[src/rtl/dpram_stream_reader_pkg.sv]
// Shared types and constants for the dual-port RAM stream reader.
package dpram_pkg;

    // Sequencer state: waiting for a command, or streaming a block.
    typedef enum logic {
        IDLE = 1'b0,
        READ = 1'b1
    } state_t;

    // Words the output buffer can hold; the read credit check is sized to it.
    localparam int BUF_DEPTH = 2;

endpackage

[src/rtl/dpram_stream_reader_fifo2.sv]
// Two-entry register FIFO. Entry 0 is always the head, so dout is a plain
// register with no read mux. Push while full is ignored unless a pop frees
// a slot in the same cycle.
module fifo2
    import dpram_pkg::*;
#(
    parameter int W = 2
) (
    input  logic         clk,
    input  logic         rst_n,
    input  logic         push,
    input  logic         pop,
    input  logic [W-1:0] din,
    output logic [W-1:0] dout,
    output logic         full,
    output logic         empty
);

    logic [W-1:0] ent0, ent1;
    logic [1:0]   cnt;
    logic         do_pop, do_push;

    assign empty   = (cnt == 2'd0);
    assign full    = (cnt == 2'(BUF_DEPTH));
    assign do_pop  = pop & ~empty;
    assign do_push = push & (~full | do_pop);
    assign dout    = ent0;

    // Shift-style storage: pops move entry 1 forward, pushes fill the first free slot.
    always_ff @(posedge clk or negedge rst_n) begin
        if (!rst_n) begin
            ent0 <= '0;
            ent1 <= '0;
            cnt  <= 2'd0;
        end else begin
            case ({do_push, do_pop})
                2'b10: begin
                    if (cnt == 2'd0) ent0 <= din;
                    else             ent1 <= din;
                    cnt <= cnt + 2'd1;
                end
                2'b01: begin
                    ent0 <= ent1;
                    cnt  <= cnt - 2'd1;
                end
                2'b11: begin
                    if (cnt == 2'd1) begin
                        ent0 <= din;
                    end else begin
                        ent0 <= ent1;
                        ent1 <= din;
                    end
                end
                default: ;
            endcase
        end
    end

endmodule

[src/rtl/dpram_stream_reader.sv]
// Streams a block of consecutive RAM words onto a valid/ready interface.
// Reads are only issued when the output buffer is guaranteed a free slot
// for the returning word, so the 1-cycle RAM latency never causes a drop.
module dpram_stream_reader
    import dpram_pkg::*;
#(
    parameter int width   = 1,
    parameter int widthad = 1
) (
    input  logic               clk,
    input  logic               rst_n,
    input  logic               start,
    input  logic [widthad-1:0] start_addr,
    input  logic [widthad:0]   len,
    output logic               busy,
    output logic               done,
    output logic               rden,
    output logic [widthad-1:0] rdaddress,
    input  logic [width-1:0]   q,
    output logic               m_valid,
    input  logic               m_ready,
    output logic [width-1:0]   m_data,
    output logic               m_last
);

    state_t             state;
    logic [widthad:0]   issue_cnt;
    logic [widthad:0]   pop_cnt;
    logic               inflight;
    logic               inflight_last;
    logic               pop;
    logic               buf_full, buf_empty;
    logic [1:0]         occ, used, limit;
    logic [width:0]     buf_dout;

    // Credit check: buffered + in-flight words, less the one leaving now,
    // must stay below the buffer depth before another read may go out.
    // m_ready reaches rden combinationally through pop.
    assign pop   = m_valid & m_ready;
    assign occ   = buf_full ? 2'd2 : (buf_empty ? 2'd0 : 2'd1);
    assign used  = occ + {1'b0, inflight};
    assign limit = 2'(BUF_DEPTH) + {1'b0, pop};
    assign rden  = (state == READ) && (issue_cnt != '0) && (used < limit);

    assign busy    = (state == READ);
    assign m_valid = ~buf_empty;
    assign m_data  = buf_dout[width-1:0];
    assign m_last  = buf_dout[width];

    // Returning RAM word plus its last-word tag enter the buffer together.
    fifo2 #(
        .W(width + 1)
    ) u_buf (
        .clk   (clk),
        .rst_n (rst_n),
        .push  (inflight),
        .pop   (pop),
        .din   ({inflight_last, q}),
        .dout  (buf_dout),
        .full  (buf_full),
        .empty (buf_empty)
    );

    // Command FSM with issue/accept counters and the in-flight read tracker.
    always_ff @(posedge clk or negedge rst_n) begin
        if (!rst_n) begin
            state         <= IDLE;
            rdaddress     <= '0;
            issue_cnt     <= '0;
            pop_cnt       <= '0;
            inflight      <= 1'b0;
            inflight_last <= 1'b0;
            done          <= 1'b0;
        end else begin
            done          <= 1'b0;
            inflight      <= rden;
            inflight_last <= rden && (issue_cnt == {{widthad{1'b0}}, 1'b1});
            case (state)
                IDLE: begin
                    if (start) begin
                        if (len == '0) begin
                            done <= 1'b1;
                        end else begin
                            state     <= READ;
                            rdaddress <= start_addr;
                            issue_cnt <= len;
                            pop_cnt   <= len;
                        end
                    end
                end
                READ: begin
                    if (rden) begin
                        rdaddress <= rdaddress + 1'b1;
                        issue_cnt <= issue_cnt - 1'b1;
                    end
                    if (pop) begin
                        pop_cnt <= pop_cnt - 1'b1;
                        if (pop_cnt == {{widthad{1'b0}}, 1'b1}) begin
                            state <= IDLE;
                            done  <= 1'b1;
                        end
                    end
                end
                default: state <= IDLE;
            endcase
        end
    end

endmodule

[config.mk]
export PLATFORM = sky130hd
export DESIGN_NAME = dpram_stream_reader
export DESIGN_NICKNAME = d
export VERILOG_FILES = /design/src/rtl/dpram_stream_reader_pkg.sv /design/src/rtl/dpram_stream_reader_fifo2.sv /design/src/rtl/dpram_stream_reader.sv
export SDC_FILE = /design/constraint.sdc
export NUM_CORES = 1
export LEC_CHECK = 0
export BUFFER_PORTS_ARGS = -buffer_cell sky130_fd_sc_hd__clkbuf_2
export CAP_MARGIN = 20
export CORE_AREA = 2 2 45 47
export CTS_CLUSTER_SIZE = 16
export DETAILED_ROUTE_END_ITERATION = 6
export DIE_AREA = 0 0 47 49
export PLACE_DENSITY = 0.81
export SETUP_SLACK_MARGIN = 0.4
export SLEW_MARGIN = 20
export SYNTH_ARGS = -nofsm -noshare
export SYNTH_HDL_FRONTEND = slang
export SYNTH_HIERARCHICAL = 1
export SYNTH_SLANG_ARGS = --single-unit
[constraint.sdc]
create_clock -name clk -period 3.9 [get_ports clk]
set_clock_uncertainty 0.05 [all_clocks]
set_input_delay 0 -clock clk [delete_from_list [all_inputs] [get_ports clk]]
set_output_delay 0 -clock clk [all_outputs]
set_load 0.005 [all_outputs]
* Yosys cells after proc, flatten, opt, wreduce, memory -nomap -nowiden
Cells that the tools add are included.
** Storage, ports and cells
- Input bits :: 8
- Logic and storage cells :: 81
- Output and inout bits :: 7
- Register bits :: 15
** Operators by class
- Reductions and logical operators :: 13
- Bitwise logic cells :: 7
- Add/subtract/negate cells :: 7
- Muxes and demuxes :: 29
- Equal/unequal tests :: 14
- Order comparisons :: 1
** Operators with widths (count)
- 2-bit 2-to-1 mux :: 9
- 2-bit one-hot mux with 2 select lines :: 4
- 1-bit 2-to-1 mux :: 12
- 2-bit inequality test, second input constant :: 6
- 3-bit AND reduction :: 3
- 2-bit by 1-bit equality test with 1-bit output, second input constant :: 4
- 2-bit equality test, second input constant :: 3
- 1-bit one-hot mux with 2 select lines :: 3
- 2-bit one-hot mux with 3 select lines :: 1
- 2-bit nonzero test :: 3
- 2-bit by 1-bit subtractor with 2-bit output, second input constant :: 3
- 2-bit logical NOT :: 2
- 1-bit AND :: 3
- 1-bit logical AND :: 3
- 1-bit NOT :: 3
- 3-bit nonzero test :: 1
- 2-bit by 1-bit adder with 2-bit output :: 1
- 2-bit by 1-bit adder with 2-bit output, first input constant :: 1
- 2-bit by 1-bit adder with 2-bit output, second input constant :: 1
- 2-bit less-than comparator :: 1
- 2-bit by 1-bit inequality test with 1-bit output, second input constant :: 1
- 2-bit AND reduction :: 1
- 1-bit adder, second input constant :: 1
- 1-bit OR :: 1

* Logic depth before layout (Yosys ltp)
Gate-level depths: netlist (run 1).
- Depth after elaboration :: 9
- Gate-level depth with buffers :: 7
- Mapped depth without buffers :: 7

* By module
Netlist (run 1), hierarchy kept.
** By module, submodules not included
- dpram_stream_reader :: seq. area each 225.2 um^2, area each 594.3 um^2, times used 1, cells an instance 61
- fifo2 :: seq. area each 150.1 um^2, area each 374.1 um^2, times used 1, cells an instance 37

* Worst setup path before layout (run 1)
OpenSTA, ideal clock, no wires.
- Path type :: register -> register
- From :: register u_buf.cnt[0]
- To :: register issue_cnt[0]
- Data arrival time :: 1.883 ns
- Setup slack :: 1.841 ns
- Buffers on the path :: 0
- Required time :: 3.724 ns
- Library setup time :: 0.126 ns
- Stages on the path, launching flop included :: 8
- Path through :: dfrtp_1 -> inv_1 -> ha_1 -> nor2_1 -> ha_1 -> or3b_4 -> and2_4 -> o311a_1
** On the way
- Longest elaborated chain between the ends :: 8
- Elaborated cells on any way between the ends :: 12
- Those cells by class :: 2 x add/sub; 1 x order compare; 2 x eq/ne; 2 x mux; 2 x bitwise; 3 x reduce/logical
** Ends and longest elaborated chain
- start: declaration :: line dpram_stream_reader_fifo2.sv:20 : logic [1:0] cnt;
- start signal: assignment :: line dpram_stream_reader_fifo2.sv:40 : cnt <= cnt + 2'd1;
- start signal: assignment :: line dpram_stream_reader_fifo2.sv:44 : cnt <= cnt - 2'd1;
- 2-bit logical NOT (*) :: line dpram_stream_reader_fifo2.sv:23 : assign empty = (cnt == 2'd0);
- via buf_empty :: line dpram_stream_reader.sv:32 : logic buf_full, buf_empty;
- 1-bit 2-to-1 mux / 1-bit NOT (equally long branches) :: line dpram_stream_reader.sv:40, dpram_stream_reader.sv:46
- 2-bit 2-to-1 mux / 1-bit AND (equally long branches) :: line dpram_stream_reader.sv:40, dpram_stream_reader.sv:39
- 2-bit by 1-bit adder with 2-bit output, on equally long branches :: line dpram_stream_reader.sv:41, dpram_stream_reader.sv:42
- 2-bit less-than comparator (*) :: line dpram_stream_reader.sv:43 : assign rden = (state == READ) && (issue_cnt != '0) && (used < limit);
- 1-bit logical AND (*) :: line dpram_stream_reader.sv:43
- 2-bit inequality test (no line) (*)
- 3-bit AND reduction (no line) (*)
- end signal: assignment :: line dpram_stream_reader.sv:86 : issue_cnt <= len;
- end signal: assignment :: line dpram_stream_reader.sv:94 : issue_cnt <= issue_cnt - 1'b1;
- end: declaration :: line dpram_stream_reader.sv:27 : logic [widthad:0] issue_cnt;
The timed path passes the listed nets; every way through them passes the cells marked *.
A chain may end at the register's enable or synchronous reset.

* Worst setup path in the final report (run 1)
- From :: register u_buf.cnt[1]
- To :: output port rden
** On the way
- Longest elaborated chain between the ends :: 6
- Elaborated cells on any way between the ends :: 10
- Those cells by class :: 2 x add/sub; 1 x order compare; 1 x eq/ne; 2 x mux; 2 x bitwise; 2 x reduce/logical
** Ends and longest elaborated chain
- 2-bit logical NOT (*) :: line dpram_stream_reader_fifo2.sv:23
- via buf_empty :: line dpram_stream_reader.sv:32
- 1-bit 2-to-1 mux / 1-bit NOT (equally long branches) :: line dpram_stream_reader.sv:40, dpram_stream_reader.sv:46
- 2-bit 2-to-1 mux / 1-bit AND (equally long branches) :: line dpram_stream_reader.sv:40, dpram_stream_reader.sv:39
- 2-bit by 1-bit adder with 2-bit output, on equally long branches :: line dpram_stream_reader.sv:41, dpram_stream_reader.sv:42
- 2-bit less-than comparator (*) :: line dpram_stream_reader.sv:43
- 1-bit logical AND (*) :: line dpram_stream_reader.sv:43
- end: declaration :: line dpram_stream_reader.sv:17 : output logic rden,
Marked as above.

==> results of run 1 <==
## registers in the layout, indices dropped and copies added (netlist names)
signal	cells
pop_cnt	2
done	1
u_buf/dout	2
inflight	1
u_buf/cnt	2
issue_cnt	2
busy	1
rdaddress	1
inflight_last	1
u_buf/ent1	2
## per-layer routing
metal / wire length [um] / GRT usage (%) / share of wire, % / up-vias
met5: 0 / 0 / 0 / -
met4: 55 / 10.6 / 2.9 / 0
met3: 59 / 3.70 / 3.1 / 8
met2: 932 / 31.7 / 49 / 20
met1: 870 / 23.3 / 45 / 377
li1: - / - / - / 397
## worst reg2reg max path: cells and delay by family, from the launching register on
kind                     cells  cell delay, ps
AO/OA/AOI/OAI                1             320
adder cells (fa/ha/maj)      2             580
buffers and inverters        1              90
flip-flops                   1             420
AND/OR/NAND/NOR              3             680
## cell families after synthesis
group	after synthesis	share of synthesized area [%]
AND/OR/NAND/NOR	35	21.8
AO/OA/AOI/OAI	24	18.6
flip-flops	15	38.8
buffers and inverters	9	3.62
adder cells (fa/ha/maj)	7	9.04
multiplexers	5	5.43
XOR/XNOR	3	2.71
## path summary, 6_finish.rpt
check	endpoint	slack, ps	cells after the start
worst max-delay path	rden	1540	8
worst min-delay path	rdaddress$_DFFE_PN0P_	30	4
worst max register to register	issue_cnt[0]$_DFFE_PN0P_	1660	7
worst min register to register	u_buf/ent1[1]$_DFFE_PN0P_	450	1
max in group asynchronous	pop_cnt[0]$_DFFE_PN0P_	3410	2
min in group asynchronous	u_buf/dout[1]$_DFFE_PN0P_	110	2
## per-stage QoR
stage	hold WS [ps]	area, sq um	worst slack, ps
after detailed placement	-111	1060	1690
after global routing	42.3	1130	1380
after floorplan	-346	968	1840
final	29.1	1130	1540
after CTS	33.4	1130	1540
after global placement	-116	1060	1790
## cell type report
type	count	area, sq um	share of cell area [%]
repair buffers	18	110	9.78
inverters	6	22.5	2.00
clock buffers	4	26.3	2.33
well taps	27	33.8	3.00
multi-input cells	74	558	49.6
flip-flops and latches	15	375	33.3
## cells in the final DEF, fill, tap and decap left out, types with 2 or more instances in the layout
cell type and instances:
sky130_fd_sc_hd__inv_1 6, sky130_fd_sc_hd__nand2_1 5, sky130_fd_sc_hd__a31oi_1 2, sky130_fd_sc_hd__and3b_1 2
sky130_fd_sc_hd__a21oi_1 3, sky130_fd_sc_hd__nor2b_1 2, sky130_fd_sc_hd__nand3_1 4, sky130_fd_sc_hd__dfrtp_1 15
sky130_fd_sc_hd__and2_1 2, sky130_fd_sc_hd__nor3b_1 2, sky130_fd_sc_hd__clkbuf_4 3, sky130_fd_sc_hd__o21ai_0 4
sky130_fd_sc_hd__mux2_1 2, sky130_fd_sc_hd__nand3b_1 2, sky130_fd_sc_hd__nor3_1 2, sky130_fd_sc_hd__clkbuf_2 14
sky130_fd_sc_hd__nor2_1 5, sky130_fd_sc_hd__ha_1 7, sky130_fd_sc_hd__o311a_1 2, sky130_fd_sc_hd__a41oi_1 2
sky130_fd_sc_hd__dlygate4sd3_1 4, sky130_fd_sc_hd__xnor2_1 2, sky130_fd_sc_hd__nand2b_1 2, sky130_fd_sc_hd__mux2i_1 3
## power by group
part           total [mW]  internal [mW]  switching, mW
clock              0.0911         0.0398         0.0514
combinational       0.515          0.263          0.252
sequential          0.323          0.235         0.0874
total               0.929          0.538          0.391
## repair_timing
item                                   4_1_cts  5_1_grt
hold buffers                                 4        0
endpoints found under the hold margin       18        0
buffers inserted                             0        0
resized for setup                            0        0
## cells in the mapped netlist, types with 3 or more instances
master,number
sky130_fd_sc_hd__mux2i_1,3
sky130_fd_sc_hd__ha_1,7
sky130_fd_sc_hd__dfrtp_1,15
sky130_fd_sc_hd__o21ai_0,4
sky130_fd_sc_hd__inv_1,6
sky130_fd_sc_hd__nand3_1,4
sky130_fd_sc_hd__nor2_1,5
sky130_fd_sc_hd__nand2_1,5
sky130_fd_sc_hd__a21oi_1,3
==> flow_summary.json, run 1 <==
{
  "hold_start": "start_addr",
  "post-synth-top-area-fraction_pct": 38.8,
  "ys.warnings.count": 6,
  "synth_cell_types": 42,
  "syn-instance-count": 98,
  "crit_start": "u_buf/cnt[1]$_DFFE_PN0P_",
  "power.total_mw": 0.929,
  "worst_setup_hold_path_clk_slew_ps": 90,
  "numPlacedInstances": 136,
  "n_antenna_cell": 0,
  "postSynthAreaPerCell_sq_um": 9.88,
  "post_synth_instance_area_sq_um": 968,
  "status": "completed",
  "synth_async_sr_flop_share_pct": 100,
  "final_cell_count_no_fill": 144,
  "initial_antenna_violation_count": 0,
  "drv_slew": 0,
  "grt_pass1_wl_um": 3220,
  "final_period_util_pct": 60.4,
  "setup_viol": 0,
  "cp_max_fo": 9,
  "grt.total_usage_pct": 19.6,
  "post_synthesis_net_count": 113,
  "total_leakage_power_nw": 0.534,
  "critPathBufInv": 2,
  "filler_cell_count": 157,
  "nets": 133,
  "pwr_density_cell_nw_per_um2": 825,
  "critPathArrivalTime_ps": 2310,
  "design.portCount": 15,
  "synth_enable_flop_cells": 0,
  "worstPathCellList": "inv_1 -> ha_1 -> nor2_1 -> ha_1 -> or3b_4 -> and2_4 -> nor2_1 -> clkbuf_2",
  "clkLatencyLatePin_ps": 290,
  "cpMaxStageDelayCell": "sky130_fd_sc_hd__dfrtp_1",
  "yosys_register_bits": 15,
  "slew_headroom_pct": 62.7,
  "post-route-min-period_ps": 2360,
  "crit-reg2reg-launch": "u_buf/cnt[1]$_DFFE_PN0P_",
  "start_util_pct": 52.6,
  "peakVddDrop_uv": 412,
  "drt.antenna.violating_nets": 0,
  "cts_inserted_buffers": 3,
  "critical_path.top_delay_family": "simple AND/OR/NAND/NOR gates",
  "place.gp.congestion": 0.856,
  "dp_hpwl_um": 1420,
  "worst-endpoint-required_ps": 3850,
  "drc": 0,
  "routed-via-count": 802,
  "die_area_sq_um": 2300,
  "kind_of_end_point_of_the_critical_path": "output pin",
  "grt_start_max_net_pins": 21,
  "unrepaired_setup_endpoints_after_global_routing": "no",
  "clk_root_buffer_cell": "sky130_fd_sc_hd__clkbuf_4",
  "setup-tns-final_ps": 0,
  "timing.final.hold_violations": 0,
  "yosysTopAreaCell": "sky130_fd_sc_hd__dfrtp_1",
  "buffer_ports.inserted": 14,
  "dieWidth_um": 47,
  "gr-total-overflow": 0,
  "synthFlopType": "sky130_fd_sc_hd__dfrtp_1",
  "cts_tree": "built",
  "ys_seq_area_share_pct": 38.8,
  "routed_via_density": 5.57,
  "cp-start-kind": "flip-flop",
  "ctsHtreeMaxLevel": 1,
  "hold_path_class": "in -> reg",
  "die_height_um": 49,
  "worst-slew-pin-transition_ps": 559,
  "share_of_final_layout_standard_cells_stronger_than_drive_strength_1_pct": 19.7,
  "finish.utilization_pct": 61.1,
  "setup.worst_path.class": "reg -> out",
  "fmax_mhz": 424,
  "max_cap_violations": 0,
  "numClockSinks": 15,
  "initialDrtViolationCount": 17,
  "rows": 16,
  "post_drt_wl_per_cell_um": 13.3,
  "timing.critical_path.slowest_cell_delay_ps": 420,
  "first_global_vias": 783,
  "finalWirelength_um": 1920,
  "design.core.area_sq_um": 1840,
  "yosys-top-cells-area": "sky130_fd_sc_hd__dfrtp_1, sky130_fd_sc_hd__ha_1, sky130_fd_sc_hd__mux2i_1",
  "firstDrtPassIters": 4,
  "area_growth_pct": 16.3,
  "cts-root-to-sink-buffers": 2
}
Power figures use the tool's default switching activity.
==> inputs of run 2 (changes only) <==
Settings changed: ABC_AREA set to 1, PLACE_DENSITY 0.81 to 0.79.
Clock period 3.9 ns to 2.2 ns, I/O delays scaled along.
==> flow_summary.json, run 2 <==
{
  "status": "completed",
  "post-synth-top-count-cell": "sky130_fd_sc_hd__nand2_1",
  "cp-start-kind": "flip-flop",
  "dp_hpwl_um": 1400,
  "dieWidth_um": 47,
  "gr-total-overflow": 0,
  "yosys-top-cells-count": "sky130_fd_sc_hd__nand2_1, sky130_fd_sc_hd__inv_1, sky130_fd_sc_hd__dfrtp_1",
  "drc": 0,
  "grt.total_usage_pct": 18.4,
  "first_global_vias": 743,
  "finalWirelength_um": 1950,
  "die_height_um": 49,
  "area_growth_pct": 27.6,
  "yosys_register_bits": 15,
  "fmax_mhz": 574,
  "initialDrtViolationCount": 10,
  "nets": 172,
  "numClockSinks": 15,
  "firstDrtPassIters": 4,
  "design.core.area_sq_um": 1840,
  "post-synth-top-area-fraction_pct": 39.8,
  "final_period_util_pct": 79.1,
  "synth-adder-area-share_pct": 9.30,
  "layout_common_cells": "sky130_fd_sc_hd__nand2_1, sky130_fd_sc_hd__inv_1, sky130_fd_sc_hd__dfrtp_1, sky130_fd_sc_hd__nand3_1, sky130_fd_sc_hd__clkbuf_2",
  "buffer_ports.inserted": 14,
  "largest_family_of_logic_cells_by_synthesized_area": "simple AND/OR/NAND/NOR gates",
  "setup-tns-final_ps": 0,
  "slew_headroom_pct": 74.2,
  "post-route-min-period_ps": 1740,
  "yosys-top-cells-area": "sky130_fd_sc_hd__dfrtp_1, sky130_fd_sc_hd__nand2_1, sky130_fd_sc_hd__ha_1",
  "pwr_density_cell_nw_per_um2": 1530,
  "setup_viol": 0,
  "worst-slew-pin-transition_ps": 387,
  "die_area_sq_um": 2300,
  "ctsHtreeMaxLevel": 1,
  "synth_cell_types": 16,
  "yosys-mux-area-fraction_pct": 0,
  "synth-compound-area-share_pct": 3.98,
  "postSynthAreaPerCell_sq_um": 7.19,
  "ys.warnings.count": 6,
  "synth_xor_area_share_pct": 0,
  "worst_setup_hold_path_clk_slew_ps": 90,
  "synthFlopType": "sky130_fd_sc_hd__dfrtp_1",
  "routed-via-count": 843,
  "clkLatencyLatePin_ps": 290,
  "cts_inserted_buffers": 3,
  "rows": 16,
  "max_cap_violations": 0,
  "worst-endpoint-required_ps": 2150,
  "kind_of_end_point_of_the_critical_path": "output pin",
  "cts_tree": "built",
  "critPathArrivalTime_ps": 1690,
  "initial_antenna_violation_count": 0,
  "share_of_final_layout_standard_cells_stronger_than_drive_strength_1_pct": 32.1,
  "synth-simple-area-share_pct": 37.1,
  "start_util_pct": 51.2,
  "post_synthesis_net_count": 146,
  "hold_path_class": "in -> reg",
  "post_drt_wl_per_cell_um": 10.7,
  "finish.utilization_pct": 65.3,
  "syn-instance-count": 131,
  "ys_seq_area_share_pct": 39.8,
  "layout.cells.most_common": "sky130_fd_sc_hd__nand2_1",
  "drv_slew": 0,
  "total_leakage_power_nw": 0.671,
  "timing.final.hold_violations": 0,
  "cts-root-to-sink-buffers": 2,
  "routed_via_density": 4.61,
  "synth_async_sr_flop_share_pct": 100,
  "drt.antenna.violating_nets": 0,
  "rrSetupSlack_ps": 540,
  "setup.worst_path.class": "reg -> out",
  "yosysTopAreaCell": "sky130_fd_sc_hd__dfrtp_1",
  "cp_max_fo": 3,
  "filler_cell_count": 179,
  "place.gp.congestion": 0.843,
  "design.portCount": 15,
  "grt_pass1_wl_um": 3080,
  "synth_enable_flop_cells": 0,
  "clk_root_buffer_cell": "sky130_fd_sc_hd__clkbuf_4",
  "n_antenna_cell": 0,
  "post_synth_instance_area_sq_um": 942,
  "peakVddDrop_uv": 774,
  "grt_start_max_net_pins": 16,
  "unrepaired_setup_endpoints_after_global_routing": "yes"
}
run 2: cell types whose count changed after synthesis, sizes merged, moves of 3 or more:
cell   before  now
and2b       3    0
nand2       5   56
a21oi       3    0
mux2i       3    0
and2        3    0
inv         6   24
nand3       4   14
run 2: cell families after synthesis:
logic type / after synthesis
AO/OA/AOI/OAI: 6
adder cells (fa/ha/maj): 7
buffers and inverters: 24
flip-flops: 15
AND/OR/NAND/NOR: 79
run 2: worst max-delay path, stage by stage, from the launching register on:
cell,delay (ps)
sky130_fd_sc_hd__dfrtp_1,430
sky130_fd_sc_hd__inv_2,70
sky130_fd_sc_hd__ha_4,170
sky130_fd_sc_hd__nor2_4,90
sky130_fd_sc_hd__ha_4,210
sky130_fd_sc_hd__inv_2,50
sky130_fd_sc_hd__nand3_2,60
sky130_fd_sc_hd__nand2_2,60
sky130_fd_sc_hd__nand2_2,80
sky130_fd_sc_hd__inv_2,90
sky130_fd_sc_hd__buf_6,90
run 2: layout make-up:
cell class / instances / area [sq um] / share of cell area (%)
Inverter: 24 / 92.6 / 7.70
Timing Repair Buffer: 21 / 134 / 11.1
Tap cell: 27 / 33.8 / 2.81
Clock buffer: 3 / 22.5 / 1.87
Clock inverter: 1 / 5.00 / 0.416
Sequential cell: 15 / 375 / 31.2
Multi-Input combinational cell: 92 / 539 / 44.8
run 2: where the power goes:
part,leakage (nW),internal [mW],switching [mW]
logic,0.466,0.509,0.655
registers,0.187,0.409,0.103
clock network,0.0177,0.0676,0.0920
run 2: metal layers:
layer	track usage, %	vias up	wire, um
li1	-	446	-
met1	22.8	378	799
met2	31.3	15	1080
met3	2.22	4	51
met4	6.94	0	24
met5	0	-	0
run 2: path summary, 6_finish.rpt:
path / startpoint / end / cells past startpoint
min in group asynchronous: rst_n / u_buf/ent1[0]$_DFFE_PN0P_ / 2
setup / recovery: u_buf/cnt[1]$_DFFE_PN0P_ / rden / 10
hold reg to reg: issue_cnt[1]$_DFFE_PN0P_ / issue_cnt[1]$_DFFE_PN0P_ / 2
max in group asynchronous: rst_n / u_buf/cnt[0]$_DFFE_PN0P_ / 2
setup reg to reg: u_buf/cnt[1]$_DFFE_PN0P_ / rdaddress$_DFFE_PN0P_ / 12
hold / removal: start / busy$_DFF_PN0_ / 4
run 2: repair_timing:
action,in CTS,in global routing
endpoints found under the hold margin,17,0
endpoints found under the setup margin,4,10
gates resized for setup,7,11
pin swaps,1,4
setup buffers,2,3
hold buffers,2,0
run 2: through the flow:
step / setup slack (ps) / cell area [sq um] / power, mW / hold slack (ps) / cells
global placement: 355 / 1050 / 1.37 / -116 / 172
finish: 459 / 1200 / 1.84 / 7.56 / 183
global route: 357 / 1200 / 2.03 / 27.1 / 183
CTS: 398 / 1140 / 1.67 / 3.79 / 180
detailed placement: 278 / 1050 / 1.41 / -110 / 172
floorplan: 432 / 942 / 1.18 / -346 / 131
==> inputs of run 3 (changes only) <==
Settings changed: CORE_AREA 2 2 45 47 to 2 2 47 49, DIE_AREA 0 0 47 49 to 0 0 49 51, PLACE_DENSITY 0.79 to 0.77.
Clock period 2.2 ns to 1.5 ns, I/O delays scaled along.
==> flow_summary.json, run 3 (synthesis results as in run 2) <==
{
  "cpMaxStageDelayCell": "sky130_fd_sc_hd__dfrtp_2",
  "numPlacedInstances": 182,
  "ctsHtreeMaxLevel": 1,
  "setup.worst_path.class": "reg -> reg",
  "initialDrtViolationCount": 14,
  "crit-reg2reg-launch": "u_buf/cnt[1]$_DFFE_PN0P_",
  "layout.cells.most_common": "sky130_fd_sc_hd__nand2_1",
  "hold_path_class": "in -> reg",
  "cts_inserted_buffers": 3,
  "post_drt_wl_per_cell_um": 12.0,
  "cp-start-kind": "flip-flop",
  "die_height_um": 51,
  "firstDrtPassIters": 4,
  "cp_max_fo": 3,
  "drt.antenna.violating_nets": 0,
  "failed_checks": "setup timing",
  "slew_headroom_pct": 73.8,
  "drc": 0,
  "layout_common_cells": "sky130_fd_sc_hd__nand2_1, sky130_fd_sc_hd__nand2_2, sky130_fd_sc_hd__inv_1, sky130_fd_sc_hd__dfrtp_1",
  "design.portCount": 15,
  "first_global_vias": 925,
  "total_leakage_power_nw": 0.755,
  "grt.total_usage_pct": 20.8,
  "place.gp.congestion": 0.826,
  "finish.utilization_pct": 68.2,
  "initial_antenna_violation_count": 0,
  "cts_tree": "built",
  "status": "finished with violations",
  "fmax_mhz": 553,
  "timing.critical_path.slowest_cell_delay_ps": 450,
  "share_of_final_layout_standard_cells_stronger_than_drive_strength_1_pct": 50.3,
  "rows": 17,
  "buffer_ports.inserted": 14,
  "fin_worst_hold_slack_ps": 4.56,
  "numClockSinks": 15,
  "setup_viol": 14,
  "hold-path-endpoint": "busy$_DFF_PN0_",
  "dieWidth_um": 49,
  "routed-via-count": 962,
  "clkLatencyLatePin_ps": 290,
  "worst_setup_hold_path_clk_slew_ps": 100,
  "worstPathCellList": "inv_2 -> ha_4 -> nor2_4 -> ha_4 -> inv_2 -> nand3_2 -> nand2_2 -> nand2_2 -> buf_6 -> inv_4 -> buf_4 -> buf_6 -> buf_6",
  "nets": 185,
  "n_antenna_cell": 0,
  "max_cap_violations": 0,
  "routed_via_density": 4.88,
  "r2r_end": "inflight$_DFF_PN0_",
  "peakVddDrop_uv": 1550,
  "final_cell_count_no_fill": 197,
  "unrepaired_setup_endpoints_after_global_routing": "yes",
  "die_area_sq_um": 2500,
  "worst-slew-pin-transition_ps": 393,
  "clk_root_buffer_cell": "sky130_fd_sc_hd__clkbuf_4",
  "critPathArrivalTime_ps": 1950,
  "area_growth_pct": 49.4,
  "dp_slack_ps": -194,
  "worst_hold_path.num_cells": 4,
  "hold_start": "start",
  "grt_start_max_net_pins": 16,
  "gr-total-overflow": 0,
  "grt_pass1_wl_um": 3960,
  "dp_hpwl_um": 1540,
  "postLayoutSetupSlackWorst_ps": -310,
  "post-route-min-period_ps": 1810,
  "filler_cell_count": 157,
  "final_period_util_pct": 121,
  "timing.critical_path.mode_cell": "sky130_fd_sc_hd__buf_6",
  "pwr_density_cell_nw_per_um2": 2430,
  "finalWirelength_um": 2370,
  "drv_slew": 0,
  "reg2reg_depth": 13,
  "start_util_pct": 45.7,
  "cts-root-to-sink-buffers": 2,
  "rrSetupSlack_ps": -310,
  "design.core.area_sq_um": 2060,
  "kind_of_end_point_of_the_critical_path": "flip-flop",
  "timing.final.hold_violations": 0,
  "worst-endpoint-required_ps": 1640
}
-- run 3: cell types whose count changed in the layout (fill, tap and decap cells not counted), moves of 2 or more --
| cell | previous run | this run |
|---|---|---|
| sky130_fd_sc_hd__nand2_1 | 48 | 38 |
| sky130_fd_sc_hd__nand3_1 | 13 | 6 |
| sky130_fd_sc_hd__buf_6 | 1 | 7 |
| sky130_fd_sc_hd__nand2_4 | 1 | 3 |
| sky130_fd_sc_hd__nor2_1 | 3 | 1 |
| sky130_fd_sc_hd__buf_4 | 5 | 12 |
| sky130_fd_sc_hd__nand3_2 | 1 | 8 |
| sky130_fd_sc_hd__inv_1 | 16 | 14 |
| sky130_fd_sc_hd__nand2_2 | 7 | 15 |
-- run 3: power breakdown --
group          total, mW  leakage [nW]  switching (mW)  internal, mW
logic               2.42         0.551            1.25          1.16
clock network      0.246        0.0177           0.147        0.0991
registers          0.764         0.186           0.161         0.603
-- run 3: worst max-delay path by stage --
stage / slack [ps] / from / endpoint / cells after the start
2_1_floorplan: -100 / u_buf/cnt[1]$_DFFE_PN0P_ / issue_cnt[0]$_DFFE_PN0P_ / 12
3_3_place_gp: -80 / u_buf/cnt[1]$_DFFE_PN0P_ / issue_cnt[1]$_DFFE_PN0P_ / 12
3_5_place_dp: -190 / u_buf/cnt[1]$_DFFE_PN0P_ / issue_cnt[0]$_DFFE_PN0P_ / 12
4_1_cts: -320 / u_buf/cnt[1]$_DFFE_PN0P_ / rden / 11
5_1_grt: -400 / u_buf/cnt[1]$_DFFE_PN0P_ / rden / 12
6_report: -310 / u_buf/cnt[1]$_DFFE_PN0P_ / inflight$_DFF_PN0_ / 13
-- run 3: layout make-up --
class	count	area [sq um]	area share [%]
clock buffer	3	22.5	1.60
clock inverter	1	5.00	0.356
inverter	24	95.1	6.76
multi-input combinational	92	619	44.0
sequential	15	377	26.8
tap	28	35.0	2.49
timing repair buffer	34	254	18.0
-- run 3: per-layer routing --
layer	wire length, um	GRT usage (%)
met1	945	25.4
met2	1290	37.9
met3	91	1.75
met4	41	8.57
met5	0	0
-- run 3: critical path, delay by kind of cell, from the launching register on --
family	cells	cell delay, ps
flip-flops	1	450
AND/OR/NAND/NOR	4	210
adder cells (fa/ha/maj)	2	410
buffers and inverters	7	580
-- run 3: metrics by stage --
step	TNS (ps)	power [mW]	cell area, sq um
after floorplan	-286	1.82	972
after detailed placement	-907	2.35	1140
final	-2040	3.43	1410
after CTS	-2010	3.10	1350
after global routing	-3320	3.73	1410
after global placement	-271	2.28	1140
-- run 3: timing repair --
action                                  in CTS  in global routing
pin swaps                                   14                 10
hold buffers                                 2                  0
hold endpoints to repair                    16                  0
gates resized for setup                     27                 16
buffers inserted                             7                  2
endpoints found under the setup margin      17                 17
